`src/rtl/core_run_controller.sv`:
```
// ============================================================================
// Module   : core_run_controller
// Brief    : Load/run/step/halt sequencer for the single-cycle core. Owns the
//            instruction-memory write port during LOAD and gates PC advance
//            (core_en) during execution.
// Options  : define CORE_RUN_BREAKPOINT_EN to add a single PC breakpoint
//            (ports i_bp_valid / i_bp_addr) that stops free-running execution.
// Revision : 1.0 - initial release
// ============================================================================
`default_nettype none

module core_run_controller #(
  parameter int          ADDR_W = 8,
  parameter int          DATA_W = 16,
  parameter int unsigned END_PC = 32'hFF,
  parameter int          CNT_W  = 16
) (
  input  logic              clk,
  input  logic              reset,
  input  logic              i_load_start,
  input  logic              i_load_valid,
  input  logic [ADDR_W-1:0] i_load_addr,
  input  logic [DATA_W-1:0] i_load_data,
  input  logic              i_load_done,
  output logic              o_load_ready,
  input  logic              i_run,
  input  logic              i_step,
  input  logic              i_halt_req,
  input  logic [ADDR_W-1:0] i_pc_in,
`ifdef CORE_RUN_BREAKPOINT_EN
  input  logic              i_bp_valid,
  input  logic [ADDR_W-1:0] i_bp_addr,
`endif
  output logic              o_imem_we,
  output logic [ADDR_W-1:0] o_imem_addr,
  output logic [DATA_W-1:0] o_imem_wdata,
  output logic              o_core_en,
  output logic              o_pc_clear,
  output logic              o_halted,
  output logic [2:0]        o_state,
  output logic [CNT_W-1:0]  o_instr_count,
  output logic [ADDR_W:0]   o_words_loaded
);

  typedef enum logic [2:0] {
    S_IDLE = 3'd0,
    S_LOAD = 3'd1,
    S_RUN  = 3'd2,
    S_STEP = 3'd3,
    S_HALT = 3'd4
  } state_t;

  localparam logic [ADDR_W-1:0] c_END_PC = END_PC[ADDR_W-1:0];
  // words_loaded can reach a full memory of 2^ADDR_W entries
  localparam logic [ADDR_W:0]   c_WL_MAX = {1'b1, {ADDR_W{1'b0}}};

  state_t            r_state;
  logic [CNT_W-1:0]  r_instr_count;
  logic [ADDR_W:0]   r_words_loaded;

  logic              w_pc_end;
  logic              w_bp_hit;
  logic              w_stop_run;
  logic              w_core_en;
  logic              w_in_load;

`ifdef CORE_RUN_BREAKPOINT_EN
  // Masks the breakpoint on the first RUN cycle after a resume from HALT so
  // that continuing from a breakpoint executes the instruction it stopped on.
  logic              r_bp_mask;
  assign w_bp_hit = i_bp_valid && (i_pc_in == i_bp_addr) && !r_bp_mask;
`else
  assign w_bp_hit = 1'b0;
`endif

  // Execution gating: the instruction at a stop PC is never executed
  always_comb begin
    w_pc_end   = (i_pc_in == c_END_PC);
    w_stop_run = i_halt_req | w_pc_end | w_bp_hit;
    w_core_en  = 1'b0;
    case (r_state)
      S_RUN:   w_core_en = ~w_stop_run;
      S_STEP:  w_core_en = ~(i_halt_req | w_pc_end);
      default: w_core_en = 1'b0;
    endcase
    if (reset) begin
      w_core_en = 1'b0;
    end
  end

  // Sequencer state, executed-instruction counter and load word counter
  always_ff @(posedge clk) begin
    if (reset) begin
      r_state        <= S_IDLE;
      r_instr_count  <= '0;
      r_words_loaded <= '0;
`ifdef CORE_RUN_BREAKPOINT_EN
      r_bp_mask      <= 1'b0;
`endif
    end else begin
      if (w_core_en && (r_instr_count != {CNT_W{1'b1}})) begin
        r_instr_count <= r_instr_count + 1'b1;
      end
`ifdef CORE_RUN_BREAKPOINT_EN
      r_bp_mask <= 1'b0;
`endif
      case (r_state)
        S_IDLE: begin
          if (i_load_start) begin
            r_state        <= S_LOAD;
            r_words_loaded <= '0;
            r_instr_count  <= '0;
          end else if (i_run) begin
            r_state <= S_RUN;
          end else if (i_step) begin
            r_state <= S_STEP;
          end
        end
        S_LOAD: begin
          if (i_load_valid && (r_words_loaded != c_WL_MAX)) begin
            r_words_loaded <= r_words_loaded + 1'b1;
          end
          if (i_load_done) begin
            r_state <= S_IDLE;
          end
        end
        S_RUN: begin
          if (w_stop_run) begin
            r_state <= S_HALT;
          end
        end
        S_STEP: begin
          r_state <= S_HALT;
        end
        S_HALT: begin
          if (i_load_start) begin
            r_state        <= S_LOAD;
            r_words_loaded <= '0;
            r_instr_count  <= '0;
          end else if (i_run) begin
            r_state <= S_RUN;
`ifdef CORE_RUN_BREAKPOINT_EN
            r_bp_mask <= 1'b1;
`endif
          end else if (i_step) begin
            r_state <= S_STEP;
          end
        end
        default: begin
          r_state <= S_IDLE;
        end
      endcase
    end
  end

  // Write port is only live in LOAD and is suppressed during reset
  assign w_in_load    = (r_state == S_LOAD) && !reset;
  assign o_imem_we    = w_in_load & i_load_valid;
  assign o_imem_addr  = w_in_load ? i_load_addr : '0;
  assign o_imem_wdata = w_in_load ? i_load_data : '0;

  assign o_load_ready   = (r_state == S_LOAD);
  assign o_pc_clear     = !((r_state == S_RUN) || (r_state == S_STEP) || (r_state == S_HALT));
  assign o_halted       = (r_state == S_HALT);
  assign o_core_en      = w_core_en;
  assign o_state        = r_state;
  assign o_instr_count  = r_instr_count;
  assign o_words_loaded = r_words_loaded;

endmodule

`default_nettype wire

```
`config.mk`:
```
export PLATFORM = sky130hd
export DESIGN_NAME = core_run_controller
export DESIGN_NICKNAME = d
export VERILOG_FILES = /design/src/rtl/core_run_controller.sv
export SDC_FILE = /design/constraint.sdc
export NUM_CORES = 1
export LEC_CHECK = 0
export ABC_AREA = 1
export CELL_PAD_IN_SITES_DETAIL_PLACEMENT = 0
export CELL_PAD_IN_SITES_GLOBAL_PLACEMENT = 1
export CORE_MARGIN = 2
export CORE_UTILIZATION = 41
export DETAILED_ROUTE_END_ITERATION = 8
export DONT_BUFFER_PORTS = 1
export PLACE_DENSITY = 0.86
export SLEW_MARGIN = 20
export SYNTH_ARGS = -nofsm -noshare
export SYNTH_HDL_FRONTEND = slang
export SYNTH_SLANG_ARGS = --single-unit
```
`constraint.sdc`:
```
create_clock -name clk -period 2.05 [get_ports clk]
set_input_delay 0.41 -clock clk [delete_from_list [all_inputs] [get_ports clk]]
set_output_delay 0.41 -clock clk [all_outputs]
set_load 0.03 [all_outputs]
```
== Word level (Yosys, flattened, before mapping) ==
Index checks and enable logic that the tools add are counted.
Storage, ports and cells
  bits in registers: 28
  latch bits: 0
  memory bits (writable): 0
  memory bits (read-only): 0
  output and inout bits: 57
  word-level logic and storage cells: 49
  memories kept: 0
Operators by class
  add/subtract/negate cells: 2
  multiply operators: 0
  div/mod/pow operators: 0
  $lt $le $gt $ge: 0
  equality and inequality tests: 12
  shift operators: 0
  muxes and demuxes: 16
  bitwise gates (word level): 3
  reduce and logical (&&, ||, !) cells: 13
Operator list (number)
  2-to-1 mux 16 bit: 4
  2-to-1 mux 9 bit: 2
  one-hot mux 9 bit (2 select lines): 1
  adder 16 x 1 -> 16 bit (second input constant): 1
  != test 16 bit (second input constant): 1
  2-to-1 mux 3 bit: 5
  one-hot mux 3 bit (4 select lines): 1
  adder 9 x 1 -> 9 bit (second input constant): 1
  != test 9 bit (second input constant): 1
  == test 8 bit (second input constant): 1
  2-to-1 mux 8 bit: 1
  == test 3 x 2 -> 1 bit (second input constant): 2
  AND reduction 3 bit: 2
  != test 2 x 1 -> 1 bit (second input constant): 2
  != test 2 bit (second input constant): 2
  != test 4 x 1 -> 1 bit (second input constant): 1
  OR reduction 2 bit: 2
  == test 3 x 1 -> 1 bit (second input constant): 1
  == test 3 bit (second input constant): 1
  logical AND 1 bit: 3
  zero test 3 bit: 1
  zero test 1 bit: 2
  logical OR 1 bit: 2
  2-to-1 mux 1 bit: 2
  other kinds (4): 4

== Logic depth before layout (Yosys ltp) ==
  depth in word-level cells: 9
  gate-level depth with buffers: 10

== Worst setup path before layout ==
OpenSTA, ideal clock, no wires.
  path kind: reg2out
  start: reg r_state[1] (netlist: o_state[1])
  end: out o_imem_addr[2]
  arrival time: 1735 ps
  required time: 1640 ps
  setup slack: -95 ps
  cell stages (with the launch flop): 7
  path through: dfxtp_1 inv_1 nand3_1 inv_1 nand2_1 buf_2 nor2_1
Between the ends
  cells in the longest elaborated chain, start to end: 3
RTL lines
  from (decl): RTL line 57  | state_t r_state;
  from (signal assigned): RTL line 94  | r_state <= S_IDLE;
  from (signal assigned): RTL line 110  | r_state <= S_LOAD;
  from (signal assigned): RTL line 114  | r_state <= S_RUN;
  == test 3 x 1 -> 1 bit
  net o_load_ready: RTL line 25  | output logic o_load_ready,
  logical AND 1 bit: RTL line 157  | assign w_in_load = (r_state == S_LOAD) && !reset;
  2-to-1 mux 8 bit: RTL line 159  | assign o_imem_addr = w_in_load ? i_load_addr : '0;
  to (decl): RTL line 35  | output logic [ADDR_W-1:0] o_imem_addr,
The timed path passes the listed nets, and every way through them passes these cells.

== Worst setup path after layout ==
  start: reg r_state[1] (netlist: o_state[1])
  end: out o_imem_wdata[9]
Between the ends
  cells in the longest elaborated chain, start to end: 3
RTL lines
  == test 3 x 1 -> 1 bit: RTL line 157
  logical AND 1 bit: RTL line 157
  2-to-1 mux 16 bit: RTL line 160  | assign o_imem_wdata = w_in_load ? i_load_data : '0;
  to (decl): RTL line 36  | output logic [DATA_W-1:0] o_imem_wdata,
Every way passes these cells.

==> reports/results.tsv <==
stage	metric	value	unit
outcome	status	finished clean	
min_path	hold_sp	reset	
die	Die Ht	73.0	um
cts	Root Buffer	clkbuf_8	
die	row count	25	
grt	GRT overflow	0	
grt	total track usage	18.4	%
power	total power	1.39	mW
detailed_routing	DR vias/cell	4.91	
logic_synthesis	FF+latch count, synth	28	
power	VDD IR max	0.000342	V
die	die span in x	73.0	um
logic_synthesis	xor/xnor share of the synthesized area	2.25	%
sta	fin crit share	92.8	%
logic_synthesis	Synth top area share	28.7	%
critical_path	Critical Path RT	1.64	ns
sta	Slew Viols, Final	0	
grt	GRT busiest layer	met2	
placed_design	Final HPWL DP	3880	um
placed_design	Buffers on Ports	0	
die	# IOs	97	
detailed_routing	Detailed Route Iter0 Violations	66	
cts	CTS tree	done	
layout	area growth from synthesis to final layout	26.3	%
sta	RSZ-0062 raised after global routing	no	
min_path	hold path depth	1	
layout	filler instances	503	
critical_path	cells on worst reg2reg path	10	
layout	number of diodes	0	
sta	Worst-Margin Slew	0.466	ns
grt	vias in the first global route	1811	
grt	largest net degree at the start of global routing	27	
sta	Relative slew margins	68.9	%
critical_path	CP Capture Type	primary output	
logic_synthesis	Synth Area per Inst	6.08	um^2
logic_synthesis	Synth Area in Simple Gates	43.9	%
critical_path	reg-to-reg setup timing slack	0.39	ns
logic_synthesis	Post-Syn Nets	364	
logic_synthesis	Synth Area in Adders	1.92	%
logic_synthesis	Post-Syn Instances	321	
detailed_routing	post-route ant nets	0	
logic_synthesis	largest family of logic cells by synthesized area	simple AND/OR/NAND/NOR gates	
cts	Clock Path Buffers	2	
cts	number of CTS-inserted buffers	3	
grt	met1 Track Usage GR	21.7	%
cts	worst-skew pair later-pin latency	0.28	ns
cts	setup bufs post-CTS	0	
detailed_routing	DRC violations left	0	
sta	Max Clk Rate	526	MHz
logic_synthesis	top cells by area, synth	dfxtp_1 (29%), nand2_1 (14%), nor2_1 (13%), inv_1 (10%), nand3_1 (6.2%)	
flow_run	max-cap violations	0	
detailed_routing	drt wl/cell	11.3	um
logic_synthesis	Synth Warn #	0	
critical_path	capturing point of the worst reg2reg path	o_instr_count[15]$_SDFF_PP0_	
sta	post-layout minimum cycle time	1.90	ns
layout	Final Util	52.9	%
detailed_routing	Vias	2103	
logic_synthesis	mux cell area share after synthesis	0	%
sta	worst clock skew	0.00652	ns
grt	M2 GR Usage	34.0	%
min_path	Hold/Removal Path Class	in -> reg	
critical_path	Setup Crit Path Kind	reg -> out	
detailed_routing	First-pass DRT Iterations	4	
die	Core ar.	4660	um^2
layout	Post-Layout Cell Count	428	
logic_synthesis	Seq/Total Area, Yosys	28.7	%
cts	Post-CTS Resized	0	
cts	CTS sink cnt	28	
detailed_routing	Routed WL	4830	um
layout	layout cell share with drive strength beyond 1	23.8	%
critical_path	startpoint type of the worst setup path	register	
layout	layout net count	418	
sta	final setup violation count	0	
logic_synthesis	area leader, netlist	dfxtp_1	
placed_design	RePlAce Congestion	0.833	
power	PwrDens	565	nW/um^2
die	Initial Utilization	41.9	%
power	Pleak	1.17	nW
cts	clock transition at the registers of the reported paths	0.10	ns
cts	CTS Hold Bufs	0	
logic_synthesis	synth unique cells	29	
layout	register area	561	um^2
critical_path	Critical R2R Launch	o_instr_count[0]$_SDFF_PP0_	
min_path	Hold EP	o_words_loaded[4]$_SDFFE_PP0P_	
grt	initial antenna violation count	0	
critical_path	crit-path max FO	25	
cts	H-tree Lvls	1	
grt	GR Util met3	3.04	%
logic_synthesis	Compound-Gate Fraction of Synth Area	9.75	%
placed_design	Placed Cells	424	
logic_synthesis	mapped cell area	1950	um^2
sta	final hold viol count	0	
critical_path	critical path arrival	1.49	ns
grt	first-pass GRT wire length	7870	um
die	die area	5330	um^2
layout	footprint of the multi-input gates	1130	um^2
[flip-flops by register name (all words and copies together), names as in the netlist]
name,count
o_state,3
o_words_loaded,9
o_instr_count,16
[power by group]
part / total [mW] / switching, mW / internal, mW / leakage, nW
registers: 0.569 / 0.0120 / 0.557 / 0.226
logic: 0.377 / 0.257 / 0.120 / 0.905
clock network: 0.445 / 0.183 / 0.262 / 0.0357
total: 1.39 / 0.452 / 0.939 / 1.17
[placed cells by master, fill, tap and decap left out, types with 2 or more instances in the layout]
cell type,Yosys,final
xor2_1,2,2
nand2_2,5,5
ha_1,3,3
nand2_4,2,2
dfxtp_1,28,28
buf_4,1,54
inv_2,4,4
o21ai_0,6,6
nand4_1,6,6
a21oi_2,4,4
a21oi_1,19,19
nor3_1,3,3
xnor2_1,3,3
nor2_4,2,2
inv_1,52,52
nor2_1,66,66
nand2_1,71,71
nand3_1,24,24
clkbuf_8,0,3
nor2_2,7,7
[area by class of cell]
class | instances | area share, %
clock buffers | 3 | 1.68
clock inverters | 1 | 1.22
inverters | 56 | 8.53
multi-input cells | 231 | 45.8
flip-flops and latches | 28 | 22.8
well taps | 54 | 2.74
repair buffers | 55 | 17.3
[worst max-delay path, stage by stage, from the launching register on]
cell and delay, ns:
dfxtp_1 0.32, inv_1 0.13, nand3_1 0.14, inv_1 0.09
nand2_1 0.05, buf_4 0.20, nor2_1 0.12, buf_4 0.17
[worst max-delay path by stage]
stage	cells after the start	slack (ns)	start	end
after floorplan	6	-0.1	o_state[1]$_SDFFE_PP0P_	o_imem_addr[2]
final	7	0.15	o_state[1]$_SDFFE_PP0P_	o_imem_wdata[9]
after CTS	7	0.13	o_state[1]$_SDFFE_PP0P_	o_imem_wdata[9]
after global placement	10	0.43	o_instr_count[0]$_SDFF_PP0_	o_instr_count[15]$_SDFF_PP0_
after global routing	7	0.04	o_state[1]$_SDFFE_PP0P_	o_imem_addr[0]
after detailed placement	10	0.41	o_instr_count[0]$_SDFF_PP0_	o_instr_count[15]$_SDFF_PP0_
[synth_stat cells]
cell	count
o21ai_1	1
nand3b_1	1
nand2_1	71
o21ai_4	1
xnor2_1	3
nor3_2	1
inv_2	4
or2_2	1
buf_6	3
dfxtp_1	28
nor2_4	2
a21oi_2	4
buf_2	2
buf_4	1
nor3_1	3
nand3_1	24
a21oi_1	19
nor3_4	1
nand3_2	1
nand4_1	6
xor2_1	2
inv_1	52
nand2_2	5
ha_1	3
nand2_4	2
o21ai_0	6
nor2_2	7
nor2_1	66
o21ai_2	1
[through the flow]
stage          area [um^2]  setup TNS [ns]  setup WS [ns]  hold slack (ns)
2_1_floorplan         1950           -1.91        -0.0953            0.479
5_1_grt               2460               0         0.0358            0.176
4_1_cts               2460               0          0.126            0.173
3_5_place_dp          2390               0          0.408            0.483
6_report              2460               0          0.148            0.181
3_3_place_gp          2390               0          0.435            0.480
[metal layers]
layer / share of wire (%) / wire length (um)
met4: 1.3 / 62
met5: 0 / 0
met3: 5.8 / 282
met1: 43 / 2070
met2: 50 / 2410
[logic make-up after synthesis]
family | after synthesis
AND/OR/NAND/NOR | 191
buffers and inverters | 62
AO/OA/AOI/OAI | 32
flip-flops | 28
XOR/XNOR | 5
adder cells (fa/ha/maj) | 3
Power figures use the tool's default switching activity.
